[config.mk]
export PLATFORM = sky130hd
export DESIGN_NAME = mult_arbiter
export DESIGN_NICKNAME = d
export VERILOG_FILES = /design/src/rtl/mult_arbiter.sv
export SDC_FILE = /design/constraint.sdc
export NUM_CORES = 1
export LEC_CHECK = 0
export ABC_AREA = 1
export CAP_MARGIN = 20
export CORE_MARGIN = 4
export CORE_UTILIZATION = 35
export DETAILED_ROUTE_END_ITERATION = 8
export PLACE_DENSITY = 0.81
export SLEW_MARGIN = 20
export SYNTH_ARGS = -nofsm -noshare
export SYNTH_HDL_FRONTEND = slang
export SYNTH_SLANG_ARGS = --single-unit
[constraint.sdc]
create_clock -name clk -period 2.4 [get_ports clk]
set_input_delay 0.48 -clock clk [delete_from_list [all_inputs] [get_ports clk]]
set_output_delay 0.48 -clock clk [all_outputs]
set_load 0.02 [all_outputs]
[src/rtl/mult_arbiter.sv]
// ---------------------------------------------------------------------------
// mult_arbiter
//
// Shares a single in-order multiplier between two requesters. Operand pairs
// are accepted one at a time, held in local registers while the multiplier's
// independent a/b input channels take them, and the issuing requester is
// recorded in a small tag FIFO. Products are steered back to the requester
// whose tag is at the FIFO head.
//
// Build option:
//   MULT_ARB_FIXED_PRIO_EN  defined   -> requester 0 always wins a tie
//                           undefined -> round-robin between the requesters
//
// Parameters:
//   SIZE   product width; operands are SIZE/2 bits
//   DEPTH  maximum outstanding multiplications (power of two, >= 2)
//
// Ports:
//   clk, rst                         clock, synchronous active-low reset
//   req{0,1}_a_tdata/_b_tdata        operand pair from requester 0/1
//   req{0,1}_tvalid / _tready        operand-pair handshake
//   resp{0,1}_tdata/_tvalid/_tready  product returned to requester 0/1
//   mult_a_*/mult_b_*                operand channels toward the multiplier
//   mult_out_*                       product channel from the multiplier
// ---------------------------------------------------------------------------
`timescale 1ns/1ps
`default_nettype none

module mult_arbiter #(
  parameter int SIZE  = 32,
  parameter int DEPTH = 4
) (
  input  logic                clk,
  input  logic                rst,

  input  logic [SIZE/2-1:0]   req0_a_tdata,
  input  logic [SIZE/2-1:0]   req0_b_tdata,
  input  logic                req0_tvalid,
  output logic                req0_tready,
  output logic [SIZE-1:0]     resp0_tdata,
  output logic                resp0_tvalid,
  input  logic                resp0_tready,

  input  logic [SIZE/2-1:0]   req1_a_tdata,
  input  logic [SIZE/2-1:0]   req1_b_tdata,
  input  logic                req1_tvalid,
  output logic                req1_tready,
  output logic [SIZE-1:0]     resp1_tdata,
  output logic                resp1_tvalid,
  input  logic                resp1_tready,

  output logic [SIZE/2-1:0]   mult_a_tdata,
  output logic                mult_a_tvalid,
  input  logic                mult_a_tready,
  output logic [SIZE/2-1:0]   mult_b_tdata,
  output logic                mult_b_tvalid,
  input  logic                mult_b_tready,

  input  logic [SIZE-1:0]     mult_out_tdata,
  input  logic                mult_out_tvalid,
  output logic                mult_out_tready
);

  localparam int HALF  = SIZE / 2;
  localparam int PTR_W = $clog2(DEPTH);
  localparam int CNT_W = PTR_W + 1;

  typedef enum logic {
    ST_IDLE  = 1'b0,
    ST_ISSUE = 1'b1
  } state_t;

  state_t            r_state;
  state_t            w_state_nxt;

  // Operand holding registers and issue bookkeeping
  logic [HALF-1:0]   r_a_op;
  logic [HALF-1:0]   r_b_op;
  logic              r_owner;
  logic              r_a_done;
  logic              r_b_done;
`ifndef MULT_ARB_FIXED_PRIO_EN
  logic              r_last;
`endif

  // Tag FIFO
  logic              r_tag [DEPTH];
  logic [PTR_W-1:0]  r_wr_ptr;
  logic [PTR_W-1:0]  r_rd_ptr;
  logic [CNT_W-1:0]  r_count;

  logic              w_full;
  logic              w_empty;
  logic              w_head;
  logic              w_grant0;
  logic              w_grant1;
  logic              w_a_fire;
  logic              w_b_fire;
  logic              w_push;
  logic              w_pop;

  assign w_full  = (r_count == CNT_W'(DEPTH));
  assign w_empty = (r_count == '0);
  assign w_head  = r_tag[r_rd_ptr];

  // -------------------------------------------------------------------------
  // FSM: next state, grants and multiplier input valids
  // -------------------------------------------------------------------------
  always_comb begin
    w_state_nxt   = r_state;
    w_grant0      = 1'b0;
    w_grant1      = 1'b0;
    mult_a_tvalid = 1'b0;
    mult_b_tvalid = 1'b0;
    w_a_fire      = 1'b0;
    w_b_fire      = 1'b0;
    w_push        = 1'b0;

    case (r_state)
      ST_IDLE: begin
        // A grant is only offered while there is room for its tag, so a
        // push can never land on a full FIFO.
        if (!w_full) begin
`ifdef MULT_ARB_FIXED_PRIO_EN
          w_grant0 = req0_tvalid;
          w_grant1 = req1_tvalid & ~req0_tvalid;
`else
          if (req0_tvalid && req1_tvalid) begin
            // Tie goes to whoever did not win last time.
            w_grant0 = r_last;
            w_grant1 = ~r_last;
          end else begin
            w_grant0 = req0_tvalid;
            w_grant1 = req1_tvalid;
          end
`endif
        end
        if (w_grant0 || w_grant1) begin
          w_state_nxt = ST_ISSUE;
        end
      end

      ST_ISSUE: begin
        mult_a_tvalid = ~r_a_done;
        mult_b_tvalid = ~r_b_done;
        w_a_fire      = ~r_a_done & mult_a_tready;
        w_b_fire      = ~r_b_done & mult_b_tready;
        // Both channels may complete in the same cycle or in any order.
        if ((r_a_done || w_a_fire) && (r_b_done || w_b_fire)) begin
          w_push      = 1'b1;
          w_state_nxt = ST_IDLE;
        end
      end

      default: begin
        w_state_nxt = ST_IDLE;
      end
    endcase
  end

  // Grants are only raised for a valid requester, so grant == handshake.
  assign req0_tready  = w_grant0;
  assign req1_tready  = w_grant1;

  assign mult_a_tdata = r_a_op;
  assign mult_b_tdata = r_b_op;

  // -------------------------------------------------------------------------
  // FSM state and operand registers
  // -------------------------------------------------------------------------
  always_ff @(posedge clk) begin
    if (!rst) begin
      r_state  <= ST_IDLE;
      r_a_op   <= '0;
      r_b_op   <= '0;
      r_owner  <= 1'b0;
      r_a_done <= 1'b0;
      r_b_done <= 1'b0;
    end else begin
      r_state <= w_state_nxt;
      if (w_grant0 || w_grant1) begin
        r_a_op   <= w_grant1 ? req1_a_tdata : req0_a_tdata;
        r_b_op   <= w_grant1 ? req1_b_tdata : req0_b_tdata;
        r_owner  <= w_grant1;
        r_a_done <= 1'b0;
        r_b_done <= 1'b0;
      end else begin
        if (w_a_fire) begin
          r_a_done <= 1'b1;
        end
        if (w_b_fire) begin
          r_b_done <= 1'b1;
        end
      end
    end
  end

`ifndef MULT_ARB_FIXED_PRIO_EN
  // Starts at 1 so requester 0 takes the first tie after reset.
  always_ff @(posedge clk) begin
    if (!rst) begin
      r_last <= 1'b1;
    end else if (w_grant0 || w_grant1) begin
      r_last <= w_grant1;
    end
  end
`endif

  // -------------------------------------------------------------------------
  // Tag FIFO: issue order of outstanding multiplications
  // -------------------------------------------------------------------------
  always_ff @(posedge clk) begin
    if (!rst) begin
      r_wr_ptr <= '0;
      r_rd_ptr <= '0;
      r_count  <= '0;
    end else begin
      if (w_push) begin
        r_wr_ptr <= r_wr_ptr + 1'b1;
      end
      if (w_pop) begin
        r_rd_ptr <= r_rd_ptr + 1'b1;
      end
      case ({w_push, w_pop})
        2'b10:   r_count <= r_count + 1'b1;
        2'b01:   r_count <= r_count - 1'b1;
        default: r_count <= r_count;
      endcase
    end
  end

  // Tag storage needs no reset: entries are only read while counted valid.
  always_ff @(posedge clk) begin
    if (w_push) begin
      r_tag[r_wr_ptr] <= r_owner;
    end
  end

  // -------------------------------------------------------------------------
  // Response routing: purely combinational from the FIFO head
  // -------------------------------------------------------------------------
  // With nothing outstanding, the product channel is neither accepted nor
  // forwarded, so a stray product is never consumed.
  assign resp0_tvalid    = mult_out_tvalid & ~w_empty & ~w_head;
  assign resp1_tvalid    = mult_out_tvalid & ~w_empty &  w_head;
  assign resp0_tdata     = (~w_empty & ~w_head) ? mult_out_tdata : '0;
  assign resp1_tdata     = (~w_empty &  w_head) ? mult_out_tdata : '0;
  assign mult_out_tready = ~w_empty & (w_head ? resp1_tready : resp0_tready);
  assign w_pop           = mult_out_tvalid & mult_out_tready;

endmodule

`default_nettype wire

==> results of run 1 <==
[worst paths after layout]
path | from | end | slack, ns | cells past startpoint
setup / recovery | r_count[0]$_SDFFE_PN0P_ | resp0_tdata[29] | 0.14 | 8
hold / removal | mult_a_tdata[9]$_SDFFE_PN0P_ | mult_a_tdata[9]$_SDFFE_PN0P_ | 0.45 | 2
setup reg to reg | flip-flop | r_count[2]$_SDFFE_PN0P_ | 0.25 | 13
hold reg to reg | mult_a_tdata[9]$_SDFFE_PN0P_ | mult_a_tdata[9]$_SDFFE_PN0P_ | 0.45 | 2
[final cells by class]
class / count / area, sq um
Sequential cell: 50 / 1040
Timing Repair Buffer: 223 / 2150
Fill cell: 725 / 2700
Tap cell: 102 / 128
Multi-Input combinational cell: 325 / 1450
Clock buffer: 6 / 72.6
Clock inverter: 2 / 17.5
Inverter: 56 / 210
[metrics by stage]
step	cell area (sq um)	util, %	TNS (ns)	std cells	hold slack [ns]
after CTS	5060	65.1	0	764	0.455
after global placement	5050	65.1	-0.112	756	0.436
after detailed placement	5050	65.1	-0.257	756	0.438
after floorplan	2820	-	0	457	0.423
final	5070	65.2	0	764	0.453
after global routing	5070	65.2	0	764	0.465
[synthesized netlist by cell type, drive strengths merged, types with 4 or more instances]
cell    count  area (sq um)
a21oi      13          65.1
buf        17          85.1
clkbuf      9          33.8
dfxtp      46           921
edfxtp      4           120
ha          5          62.6
inv        56           210
nand2     143           542
nand3      71           360
nor2       82           315
o21ai       6          30.0
[flip-flops by register name, indices dropped and copies added, names as in the netlist, named ones only]
register and count:
r_wr_ptr 2, r_b_done 1, r_last 1, r_tag 4, r_owner 1, r_state 1, mult_a_tdata 16, r_count 3
r_a_done 1, mult_b_tdata 16, r_rd_ptr 2
[power by group]
group | total, mW | internal (mW) | leakage [nW] | switching, mW
Combinational | 1.10 | 0.499 | 2.24 | 0.599
Sequential | 0.971 | 0.921 | 0.416 | 0.0497
Clock | 0.483 | 0.211 | 0.0458 | 0.272
[critical path, delay by kind of cell (launching register included)]
family | cells | cell delay [ns]
buffers and inverters | 5 | 0.77
flip-flops | 1 | 0.35
AND/OR/NAND/NOR | 2 | 0.23
AO/OA/AOI/OAI | 1 | 0.12
[what timing repair did]
item / CTS / global route
gates resized for setup: 68 / 14
endpoints found under the setup margin: 68 / 11
pin swaps: 0 / 1
[per-layer routing]
| layer | up-vias | wire length (um) | global-route usage [%] |
|---|---|---|---|
| li1 | 1806 | - | - |
| met1 | 1600 | 4040 | 22.7 |
| met2 | 174 | 4970 | 35.8 |
| met3 | 19 | 932 | 5.81 |
| met4 | 0 | 311 | 7.88 |
| met5 | - | 0 | 0 |
[cell families after synthesis]
logic type	count (synthesis)	share of synthesized area [%]
adder cells (fa/ha/maj)	6	2.93
buffers and inverters	82	11.7
AND/OR/NAND/NOR	297	43.5
AO/OA/AOI/OAI	22	4.93
flip-flops	50	37.0
==> PnR_summary.wiki, run 1 <==
{| class="wikitable"
! Metric !! Value
|-
| Clk_lat worst skew || 0.30 ns
|-
| Initial antenna violation count || 0
|-
| Clock root buffer || sky130_fd_sc_hd__clkbuf_8
|-
| Clock sink count || 50
|-
| Dpl hpwl || 8540 um
|-
| Count of input and output buffers || 207
|-
| Leakage dissipation || 2.70 nW
|-
| Share of the yosys chip area belonging to registers || 37.0%
|-
| I/O pin cnt || 208
|-
| Netlist cell types || 22
|-
| Cts bufs inserted || 5
|-
| Register clock-pin slew on the reported worst setup and hold paths || 0.09 ns
|-
| Critical Path Source Type || flip-flop
|-
| Number of synthesized flops with an enable pin || 4
|-
| Total Power Consumption || 2.55 mW
|-
| Critical path, cell by cell || inv_1 -> nand3_1 -> inv_1 -> a21oi_1 -> inv_1 -> buf_12 -> nor2_1 -> dlygate4sd2_1
|-
| Post-synth top flop || sky130_fd_sc_hd__dfxtp_1
|-
| Area growth syn-to-layout || 80.0%
|-
| Arrival time at the worst endpoint || 1.78 ns
|-
| Post-layout minimum cycle time || 2.26 ns
|-
| Required time of the critical path || 1.92 ns
|-
| Setup WS post-layout || 0.140 ns
|-
| Pins Over Slew Limit || 0
|-
| Pin count of the biggest net entering global routing || 36
|-
| Post-CTS setup repair buffer count || 0
|-
| Fin nets || 772
|-
| Max-Cap Viols || 0
|-
| Proportion of layout cells with a drive suffix above 1 || 4.98%
|-
| Commonest non-fill, non-tap cells in the layout || 141 x sky130_fd_sc_hd__nand2_1, 138 x sky130_fd_sc_hd__clkdlybuf4s50_1, 81 x sky130_fd_sc_hd__nor2_1, 70 x sky130_fd_sc_hd__nand3_1, 59 x sky130_fd_sc_hd__dlygate4sd2_1
|-
| Remaining global-route overflow || 0
|-
| Clk_skew || 0.00735 ns
|-
| Worst setup EP type || output pin
|-
| Share of the cycle needed by the critical path after routing || 94.2%
|-
| Most frequent standard cell in the layout excluding fill and tap cells || sky130_fd_sc_hd__nand2_1
|-
| Worst-case vdd ir drop || 0.000240 V
|-
| Actual slew at the worst max-slew pin || 0.360 ns
|-
| Net count of the mapped netlist || 568
|-
| Hold Crit Class || flip-flop to flip-flop
|-
| Outcome || completed
|-
| Flops & latches, synth || 50
|-
| P per Cell Area || 504 nW/um^2
|-
| Via count of the first global-routing pass || 3317
|-
| Number of vias per cell || 4.71
|-
| Global-route wire length before repair || 15900 um
|-
| Aggregate global-route resource usage || 20.2%
|-
| Most numerous cell on the critical path || sky130_fd_sc_hd__inv_1
|-
| Count of final setup violators || 0
|-
| Post-synthesis cell area || 2820 sq um
|-
| Number of DRC markers in iteration 0 || 101
|-
| Fmax achieved || 442 MHz
|-
| Relative slew slack || 75.9%
|-
| Die Span Y || 97.7 um
|-
| Number of hold violations in the final report || 0
|-
| Core outline area || 7770 sq um
|-
| Number of cell rows || 32
|-
| Number of hold buffers added after CTS || 0
|-
| Worst path slowest cell || sky130_fd_sc_hd__dfxtp_1
|-
| Count of antenna-violating nets left after detailed routing || 0
|-
| Number of diodes || 0
|-
| Floorplan die area || 9540 sq um
|-
| WL/cell || 13.4 um
|-
| Synth Instances || 457
|-
| H-tree levels || 2
|-
| RSZ-0062 raised after global routing || false
|-
| Crit-path max cell delay || 0.35 ns
|-
| Post-placement worst setup slack || -0.101 ns
|-
| Buffers from clock root to sink, at most || 2
|-
| Clock tree from TritonCTS || built
|-
| Total number of yosys warnings || 0
|-
| FFs w/ async S/R, synth || 0%
|-
| Classification of the worst setup path || flip-flop to output pin
|-
| Total wire length || 10300 um
|-
| Placer's final routability congestion estimate || 1.03
|-
| Detailed-router iteration count before antenna repair || 4
|-
| Initial core utilization || 36.2%
|-
| DRC Markers || 0
|-
| Mean instance size in the synthesized netlist || 6.16 sq um
|-
| Chip Width || 97.7 um
|-
| Vias post-DR || 3599
|-
| Largest fanout of any net on the critical path || 33
|}
No activity file was read; power rests on OpenSTA's default activity.
==> inputs of run 2 (changes only) <==
--- a/config.mk
+++ b/config.mk
@@ -11,6 +11,7 @@
 export CORE_UTILIZATION = 35
 export DETAILED_ROUTE_END_ITERATION = 8
 export PLACE_DENSITY = 0.81
+export RECOVER_POWER = 25
 export SLEW_MARGIN = 20
 export SYNTH_ARGS = -nofsm -noshare
 export SYNTH_HDL_FRONTEND = slang
==> run 2 against run 1 <==
  * Global-route usage unchanged
  * Worst hold slack lost 0.0033 ns
  * Setup slack improved by 0.0038 ns
  * Critical path type unchanged
  * Critical endpoint is now resp0_tdata[3]
  * Largest power group unchanged
  * Highest routed layer unchanged
==> PnR_summary.wiki, run 2 (same netlist as run 1, synthesis figures left out) <==
{| class="wikitable"
! Metric !! Value
|-
| DRC Markers || 0 (unchanged)
|-
| DR top layer || met4
|-
| Final cell area excluding filler cells || 5060 sq um (-0.15%)
|-
| Max-Cap Viols || 0 (unchanged)
|-
| Number of cell rows || 32 (unchanged)
|-
| Proportion of layout cells with a drive suffix above 1 || 4.68% (-0.30 points)
|-
| Total wire length || 10200 um (-0.14%)
|-
| Hold Crit Class || flip-flop to flip-flop
|-
| Worst-case vdd ir drop || 0.000240 V (-0.11%)
|-
| Count of input and output buffers || 207 (unchanged)
|-
| Number of vias per cell || 4.70 (-0.28%)
|-
| Count of final setup violators || 0 (unchanged)
|-
| Die Span Y || 97.7 um (unchanged)
|-
| Part of the power in combinational logic || 42.6% (-0.4 points)
|-
| Clock sink count || 50 (unchanged)
|-
| Outcome || completed
|-
| Instance count after placement with tap cells included || 756 (unchanged)
|-
| Clock network power share || 19.1% (+0.2 points)
|-
| Initial core utilization || 36.2% (unchanged)
|-
| Fmax achieved || 443 MHz (+0.17%)
|-
| Fraction of power consumed by sequential logic || 38.2% (about the same)
|-
| Largest fanout of any net on the critical path || 33 (unchanged)
|-
| I/O pin cnt || 208 (unchanged)
|-
| P per Cell Area || 501 nW/um^2 (-0.53%)
|-
| Post-place instance area || 5050 sq um (unchanged)
|-
| Critical Path Source Type || flip-flop
|-
| Core outline area || 7770 sq um (unchanged)
|-
| Initial antenna violation count || 0 (unchanged)
|-
| DR WL met3 || 924 um (-0.86%)
|-
| Family of cells with the greatest summed delay on the critical path || buffers and inverters
|-
| Required time of the critical path || 1.92 ns (about the same)
|-
| Number of hold violations in the final report || 0 (unchanged)
|-
| Non-filler instance count after layout || 764 (unchanged)
|-
| Vias post-DR || 3589 (-0.28%)
|-
| Switching part of the total power || 36.3% (+0.20 points)
|-
| Detailed-router iteration count before antenna repair || 4 (unchanged)
|-
| Chip Width || 97.7 um (unchanged)
|-
| Clk_skew || 0.00762 ns (+0.000273 ns)
|-
| Total Power Consumption || 2.53 mW (-0.68%)
|-
| Global-route wire length before repair || 15900 um (unchanged)
|-
| Post-CTS setup repair buffer count || 0 (unchanged)
|-
| Relative slew slack || 75.9% (about the same)
|-
| RSZ-0062 raised after global routing || false
|-
| Actual slew at the worst max-slew pin || 0.361 ns (+0.000588 ns)
|-
| Internal power || 1.62 mW (-0.99%)
|-
| Worst path slowest cell || sky130_fd_sc_hd__dlygate4sd2_1
|-
| Number of diodes || 0 (unchanged)
|-
| Placer's final routability congestion estimate || 1.03 (unchanged)
|-
| Commonest non-fill, non-tap cells in the layout || 141 x sky130_fd_sc_hd__nand2_1, 118 x sky130_fd_sc_hd__clkdlybuf4s50_1, 81 x sky130_fd_sc_hd__nor2_1, 70 x sky130_fd_sc_hd__nand3_1, 59 x sky130_fd_sc_hd__dlygate4sd2_1
|-
| Area growth syn-to-layout || 79.7%
|-
| Cts bufs inserted || 5 (unchanged)
|-
| Dpl hpwl || 8540 um (unchanged)
|-
| Worst setup EP type || output pin
|-
| Crit-path max cell delay || 0.36 ns (about the same)
|-
| Leakage dissipation || 2.74 nW (+1.6%)
|-
| Register clock-pin slew on the reported worst setup and hold paths || 0.09 ns (about the same)
|-
| Remaining global-route overflow || 0 (unchanged)
|-
| Aggregate global-route resource usage || 20.2% (unchanged)
|-
| Post-layout minimum cycle time || 2.26 ns (-0.00377 ns)
|-
| Switching power of the nets || 0.919 mW (-0.13%)
|-
| WL/cell || 13.4 um (-0.14%)
|-
| Buffers from clock root to sink, at most || 2 (unchanged)
|-
| H-tree levels || 2 (unchanged)
|-
| Pin count of the biggest net entering global routing || 36 (unchanged)
|-
| Number of DRC markers in iteration 0 || 98 (-3.0%)
|-
| Clk_lat worst skew || 0.30 ns (about the same)
|-
| Met2 WL post-DR || 4980 um (+0.20%)
|-
| Share of the cycle needed by the critical path after routing || 94.0% (-0.16 points)
|-
| Most numerous cell on the critical path || sky130_fd_sc_hd__inv_1
|-
| Critical path, cell by cell || inv_1 -> nand3_1 -> inv_1 -> a21oi_1 -> inv_1 -> buf_12 -> nor2_1 -> dlygate4sd2_1
|-
| Most frequent standard cell in the layout excluding fill and tap cells || sky130_fd_sc_hd__nand2_1
|-
| Classification of the worst setup path || flip-flop to output pin
|-
| Floorplan die area || 9540 sq um (unchanged)
|-
| WP buf/inv || 5 (unchanged)
|-
| Clock root buffer || sky130_fd_sc_hd__clkbuf_8
|-
| Fin nets || 772 (unchanged)
|-
| Fin Setup TNS || 0 ns (unchanged)
|-
| Via count of the first global-routing pass || 3317 (unchanged)
|-
| Arrival time at the worst endpoint || 1.78 ns (about the same)
|-
| Clock tree from TritonCTS || built
|-
| Detailed-route wire length on metal 1 || 4020 um (-0.49%)
|-
| Count of antenna-violating nets left after detailed routing || 0 (unchanged)
|-
| Pins Over Slew Limit || 0 (unchanged)
|-
| Reg2Reg Setup Slack || 0.25 ns (about the same)
|-
| Worst hold slack || 0.450 ns (-0.00329 ns)
|}
-- run 2: changes by cell type in the layout (fill, tap and decap cells not counted), sizes merged --
cell / delta
buf: -2
dlygate4sd3: +20
clkbuf: +2
clkdlybuf4s50: -20
-- run 2: routing by layer --
| layer | GRT usage, % | vias to the layer above |
|---|---|---|
| met5 | 0 | - |
| met2 | 35.8 | 171 |
| met3 | 5.81 | 21 |
| met4 | 7.88 | 0 |
| li1 | - | 1809 |
| met1 | 22.7 | 1588 |
-- run 2: cell type report --
cell class                      count  area, sq um
Fill cell                         726         2710
Sequential cell                    50         1040
Clock inverter                      2         17.5
Inverter                           56          210
Clock buffer                        6         72.6
Tap cell                          102          128
Timing Repair Buffer              223         2140
Multi-Input combinational cell    325         1450
-- run 2: worst paths after layout --
path                                              startpoint                           end  depth (start not counted)
worst max-delay path                 r_count[0]$_SDFFE_PN0P_                resp0_tdata[3]                          8
worst min-delay path            mult_a_tdata[9]$_SDFFE_PN0P_  mult_a_tdata[9]$_SDFFE_PN0P_                          2
worst min register to register  mult_a_tdata[9]$_SDFFE_PN0P_  mult_a_tdata[9]$_SDFFE_PN0P_                          2
worst max register to register                     flip-flop       r_count[2]$_SDFFE_PN0P_                         13
-- run 2: through the flow --
stage | utilization (%) | setup WS, ns
2_1_floorplan | - | 0.431
3_3_place_gp | 65.1 | -0.0537
3_5_place_dp | 65.1 | -0.101
4_1_cts | 65.1 | 0.0990
5_1_grt | 65.1 | 0.000429
6_report | 65.1 | 0.144
-- run 2: timing repair --
item / CTS / global route
endpoints found under the hold margin: 0 / 0
hold buffers: 0 / 0
endpoints found under the setup margin: 68 / 11
pin swaps: 0 / 1
gates resized for setup: 68 / 14
-- run 2: worst reg2reg max path: stages, from the launching register on --
cell and delay, ns:
sky130_fd_sc_hd__dfxtp_1 0.36, sky130_fd_sc_hd__inv_1 0.06, sky130_fd_sc_hd__nand2_1 0.05, sky130_fd_sc_hd__nand3_1 0.10, sky130_fd_sc_hd__nand2_1 0.11, sky130_fd_sc_hd__nand3_1 0.11
sky130_fd_sc_hd__a21oi_2 0.16, sky130_fd_sc_hd__ha_1 0.15, sky130_fd_sc_hd__inv_1 0.06, sky130_fd_sc_hd__fa_1 0.38, sky130_fd_sc_hd__a21oi_1 0.15, sky130_fd_sc_hd__o21ai_0 0.13
sky130_fd_sc_hd__o21ai_1 0.17, sky130_fd_sc_hd__a21oi_1 0.05
-- run 2: power by group through the flow --
stage	Sequential (mW)	Clock, mW	Combinational [mW]
after floorplan	1.06	0	0.477
after CTS	0.972	0.503	1.10
after detailed placement	0.989	0	1.16
after global routing	0.980	0.540	1.17
after global placement	0.985	0	1.15
final	0.969	0.485	1.08
==> inputs of run 3 (changes only) <==
--- a/config.mk
+++ b/config.mk
@@ -12,6 +12,7 @@
 export DETAILED_ROUTE_END_ITERATION = 8
 export PLACE_DENSITY = 0.81
 export RECOVER_POWER = 25
+export SETUP_SLACK_MARGIN = 0.3
 export SLEW_MARGIN = 20
 export SYNTH_ARGS = -nofsm -noshare
 export SYNTH_HDL_FRONTEND = slang
==> run 3 against run 2 <==
  * Combinational power hardly changed
  * Via count is 0.47% lower
  * First-iteration DRC count is 15% higher
  * Clock-buffer cell count stayed put
==> PnR_summary.wiki, run 3 (same netlist as run 1, synthesis figures left out) <==
{| class="wikitable"
! Metric !! Value
|-
| Outcome || completed
|-
| Length in cells of the worst reg-to-reg path || 12 (-1)
|-
| Chip Width || 97.7 um (unchanged)
|-
| Number of diodes || 0 (unchanged)
|-
| Arrival time at the worst endpoint || 2.30 ns (+0.52 ns)
|-
| Remaining global-route overflow || 0 (unchanged)
|-
| Part of the power in combinational logic || 43.3% (+0.7 points)
|-
| Aggregate global-route resource usage || 20.4% (+0.21 points)
|-
| Dpl hpwl || 8540 um (unchanged)
|-
| Number of hold violations in the final report || 0 (unchanged)
|-
| Most numerous cell on the critical path || sky130_fd_sc_hd__o21ai_1
|-
| Initial antenna violation count || 0 (unchanged)
|-
| Clock sink count || 50 (unchanged)
|-
| Number of vias per cell || 4.67 (-0.60%)
|-
| RSZ-0062 raised after global routing || true
|-
| I/O pin cnt || 208 (unchanged)
|-
| Start point of the worst min-delay path || r_count[0]$_SDFFE_PN0P_
|-
| Most frequent standard cell in the layout excluding fill and tap cells || sky130_fd_sc_hd__nand2_1
|-
| Hold Crit Class || flip-flop to flip-flop
|-
| Floorplan die area || 9540 sq um (unchanged)
|-
| Max-Cap Viols || 0 (unchanged)
|-
| Leakage dissipation || 2.60 nW (-5.1%)
|-
| Fin nets || 773 (+0.13%)
|-
| Detailed-router iteration count before antenna repair || 5 (+1)
|-
| Family of cells with the greatest summed delay on the critical path || compound AO/OA/AOI/OAI gates
|-
| H-tree levels || 2 (unchanged)
|-
| Worst hold slack || 0.445 ns (-0.00468 ns)
|-
| Reg-to-reg critical path endpoint || r_count[2]$_SDFFE_PN0P_
|-
| Worst setup EP type || flip-flop
|-
| Global-route wire length before repair || 16100 um (+0.95%)
|-
| WHS Path Cells || 1 (-1)
|-
| WP buf/inv || 2 (-3)
|-
| Share of the cycle needed by the critical path after routing || 88.2% (-5.8 points)
|-
| Buffers from clock root to sink, at most || 2 (unchanged)
|-
| Count of input and output buffers || 207 (unchanged)
|-
| Pin count of the biggest net entering global routing || 36 (unchanged)
|-
| Internal power || 1.63 mW (+0.98%)
|-
| Critical Path Source Type || input port
|-
| Placer's final routability congestion estimate || 1.03 (unchanged)
|-
| Pins Over Slew Limit || 0 (unchanged)
|-
| P per Cell Area || 513 nW/um^2 (+2.4%)
|-
| Post-place instance area || 5050 sq um (unchanged)
|-
| Reg2reg start || r_tag[3]$_DFFE_PP_
|-
| Count of antenna-violating nets left after detailed routing || 0 (unchanged)
|-
| Clk_lat worst skew || 0.30 ns (about the same)
|-
| Largest fanout of any net on the critical path || 2 (-94%)
|-
| Core outline area || 7770 sq um (unchanged)
|-
| Total Power Consumption || 2.57 mW (+1.2%)
|-
| Die Span Y || 97.7 um (unchanged)
|-
| Hold EP || r_count[0]$_SDFFE_PN0P_
|-
| Classification of the worst setup path || input port to flip-flop
|-
| Area growth syn-to-layout || 77.6%
|-
| Via count of the first global-routing pass || 3316 (-0.030%)
|-
| Worst path slowest cell || sky130_fd_sc_hd__dlygate4sd3_1
|-
| Crit-path max cell delay || 0.55 ns (+0.19 ns)
|-
| Actual slew at the worst max-slew pin || 0.359 ns (-0.00208 ns)
|-
| Number of DRC markers in iteration 0 || 113 (+15%)
|-
| Final cell area excluding filler cells || 5000 sq um (-1.2%)
|-
| Switching power of the nets || 0.934 mW (+1.6%)
|-
| Proportion of layout cells with a drive suffix above 1 || 19.0% (+14 points)
|-
| Number of hold buffers added after CTS || 0 (unchanged)
|-
| Clk_skew || 0.00746 ns (-0.000165 ns)
|-
| Critical path, cell by cell || dlygate4sd3_1 -> o22a_1 -> nand2_1 -> ha_1 -> inv_1 -> fa_2 -> a21oi_2 -> o21ai_1 -> o21ai_1 -> a21oi_1
|-
| Post-layout minimum cycle time || 2.12 ns (-0.140 ns)
|-
| DRC Markers || 0 (unchanged)
|-
| Commonest non-fill, non-tap cells in the layout || 140 x sky130_fd_sc_hd__nand2_1, 114 x sky130_fd_sc_hd__clkdlybuf4s50_1, 68 x sky130_fd_sc_hd__nor2_1, 66 x sky130_fd_sc_hd__nand3_1, 65 x sky130_fd_sc_hd__buf_4
|-
| Clock tree from TritonCTS || built
|-
| Fmax achieved || 473 MHz (+6.6%)
|-
| Switching part of the total power || 36.4% (+0.15 points)
|-
| Initial core utilization || 36.2% (unchanged)
|-
| Relative slew slack || 76.0% (+0.14 points)
|-
| Non-filler instance count after layout || 765 (+0.13%)
|-
| Clock network power share || 18.8% (-0.3 points)
|-
| Total wire length || 10400 um (+1.5%)
|-
| Fraction of power consumed by sequential logic || 37.9% (-0.3 points)
|-
| Clock root buffer || sky130_fd_sc_hd__clkbuf_8
|-
| Register clock-pin slew on the reported worst setup and hold paths || 0.08 ns (about the same)
|-
| Required time of the critical path || 2.59 ns (+0.67 ns)
|-
| Reg2Reg Setup Slack || 0.44 ns (+0.19 ns)
|-
| Cts bufs inserted || 5 (unchanged)
|-
| Fin Setup TNS || 0 ns (unchanged)
|-
| Count of final setup violators || 0 (unchanged)
|-
| Number of cell rows || 32 (unchanged)
|-
| WL/cell || 13.6 um (+1.3%)
|-
| Instance count after placement with tap cells included || 756 (unchanged)
|-
| Vias post-DR || 3572 (-0.47%)
|-
| Worst-case vdd ir drop || 0.000237 V (-1.1%)
|}
[run 3: cell types whose count changed in the layout (fill, tap and decap cells not counted), sizes merged]
cell and delta:
dlygate4sd3 +3, clkdlybuf4s50 -4, clkbuf +1, buf +68, dlygate4sd2 -59, clkdlybuf4s15 -7
dlymetal6s2s -1
[run 3: how the worst max path moves through the flow]
stage | startpoint | cells after the start | end
final | mult_b_tready | 10 | r_count[2]$_SDFFE_PN0P_
after detailed placement | resp1_tready | 10 | r_count[2]$_SDFFE_PN0P_
after global routing | mult_b_tready | 10 | r_count[2]$_SDFFE_PN0P_
after floorplan | mult_b_tready | 9 | r_count[2]$_SDFFE_PN0P_
after CTS | r_count[0]$_SDFFE_PN0P_ | 8 | resp0_tdata[2]
after global placement | req0_tvalid | 5 | req0_tready
[run 3: stage by stage]
| step | util, % | setup WS (ns) |
|---|---|---|
| after floorplan | - | 0.431 |
| after global placement | 65.1 | -0.0537 |
| after detailed placement | 65.1 | -0.101 |
| after CTS | 62.1 | 0.165 |
| after global routing | 64.4 | 0.189 |
| final | 64.4 | 0.284 |
[run 3: layout make-up]
cell class,count,area (sq um)
clock buffers,6,72.6
clock inverters,2,17.5
fillers,734,2770
multi-input cells,325,1510
inverters,56,210
repair buffers,224,2010
well taps,102,128
flip-flops and latches,50,1050
[run 3: timing repair]
| action | in CTS | in global routing |
|---|---|---|
| setup endpoints to repair | 72 | 81 |
| endpoints found under the hold margin | 0 | 0 |
| pin swaps | 2 | 5 |
| resized for setup | 280 | 82 |
| setup buffers | 0 | 1 |
| gates cloned | 0 | 0 |
[run 3: metal layers]
metal  GRT usage, %  vias to the layer above  wire, um
met1           23.2                     1568      4080
met2           36.2                      178      5060
met5              0                        -         0
met3           5.96                       17       975
li1               -                     1809         -
met4           7.24                        0       274
[run 3: power groups by stage]
| stage | registers (mW) | clock network [mW] | logic, mW |
|---|---|---|---|
| after floorplan | 1.06 | 0 | 0.477 |
| after global placement | 0.985 | 0 | 1.15 |
| after detailed placement | 0.989 | 0 | 1.16 |
| after CTS | 0.972 | 0.503 | 1.09 |
| after global routing | 0.982 | 0.540 | 1.21 |
| final | 0.972 | 0.483 | 1.11 |
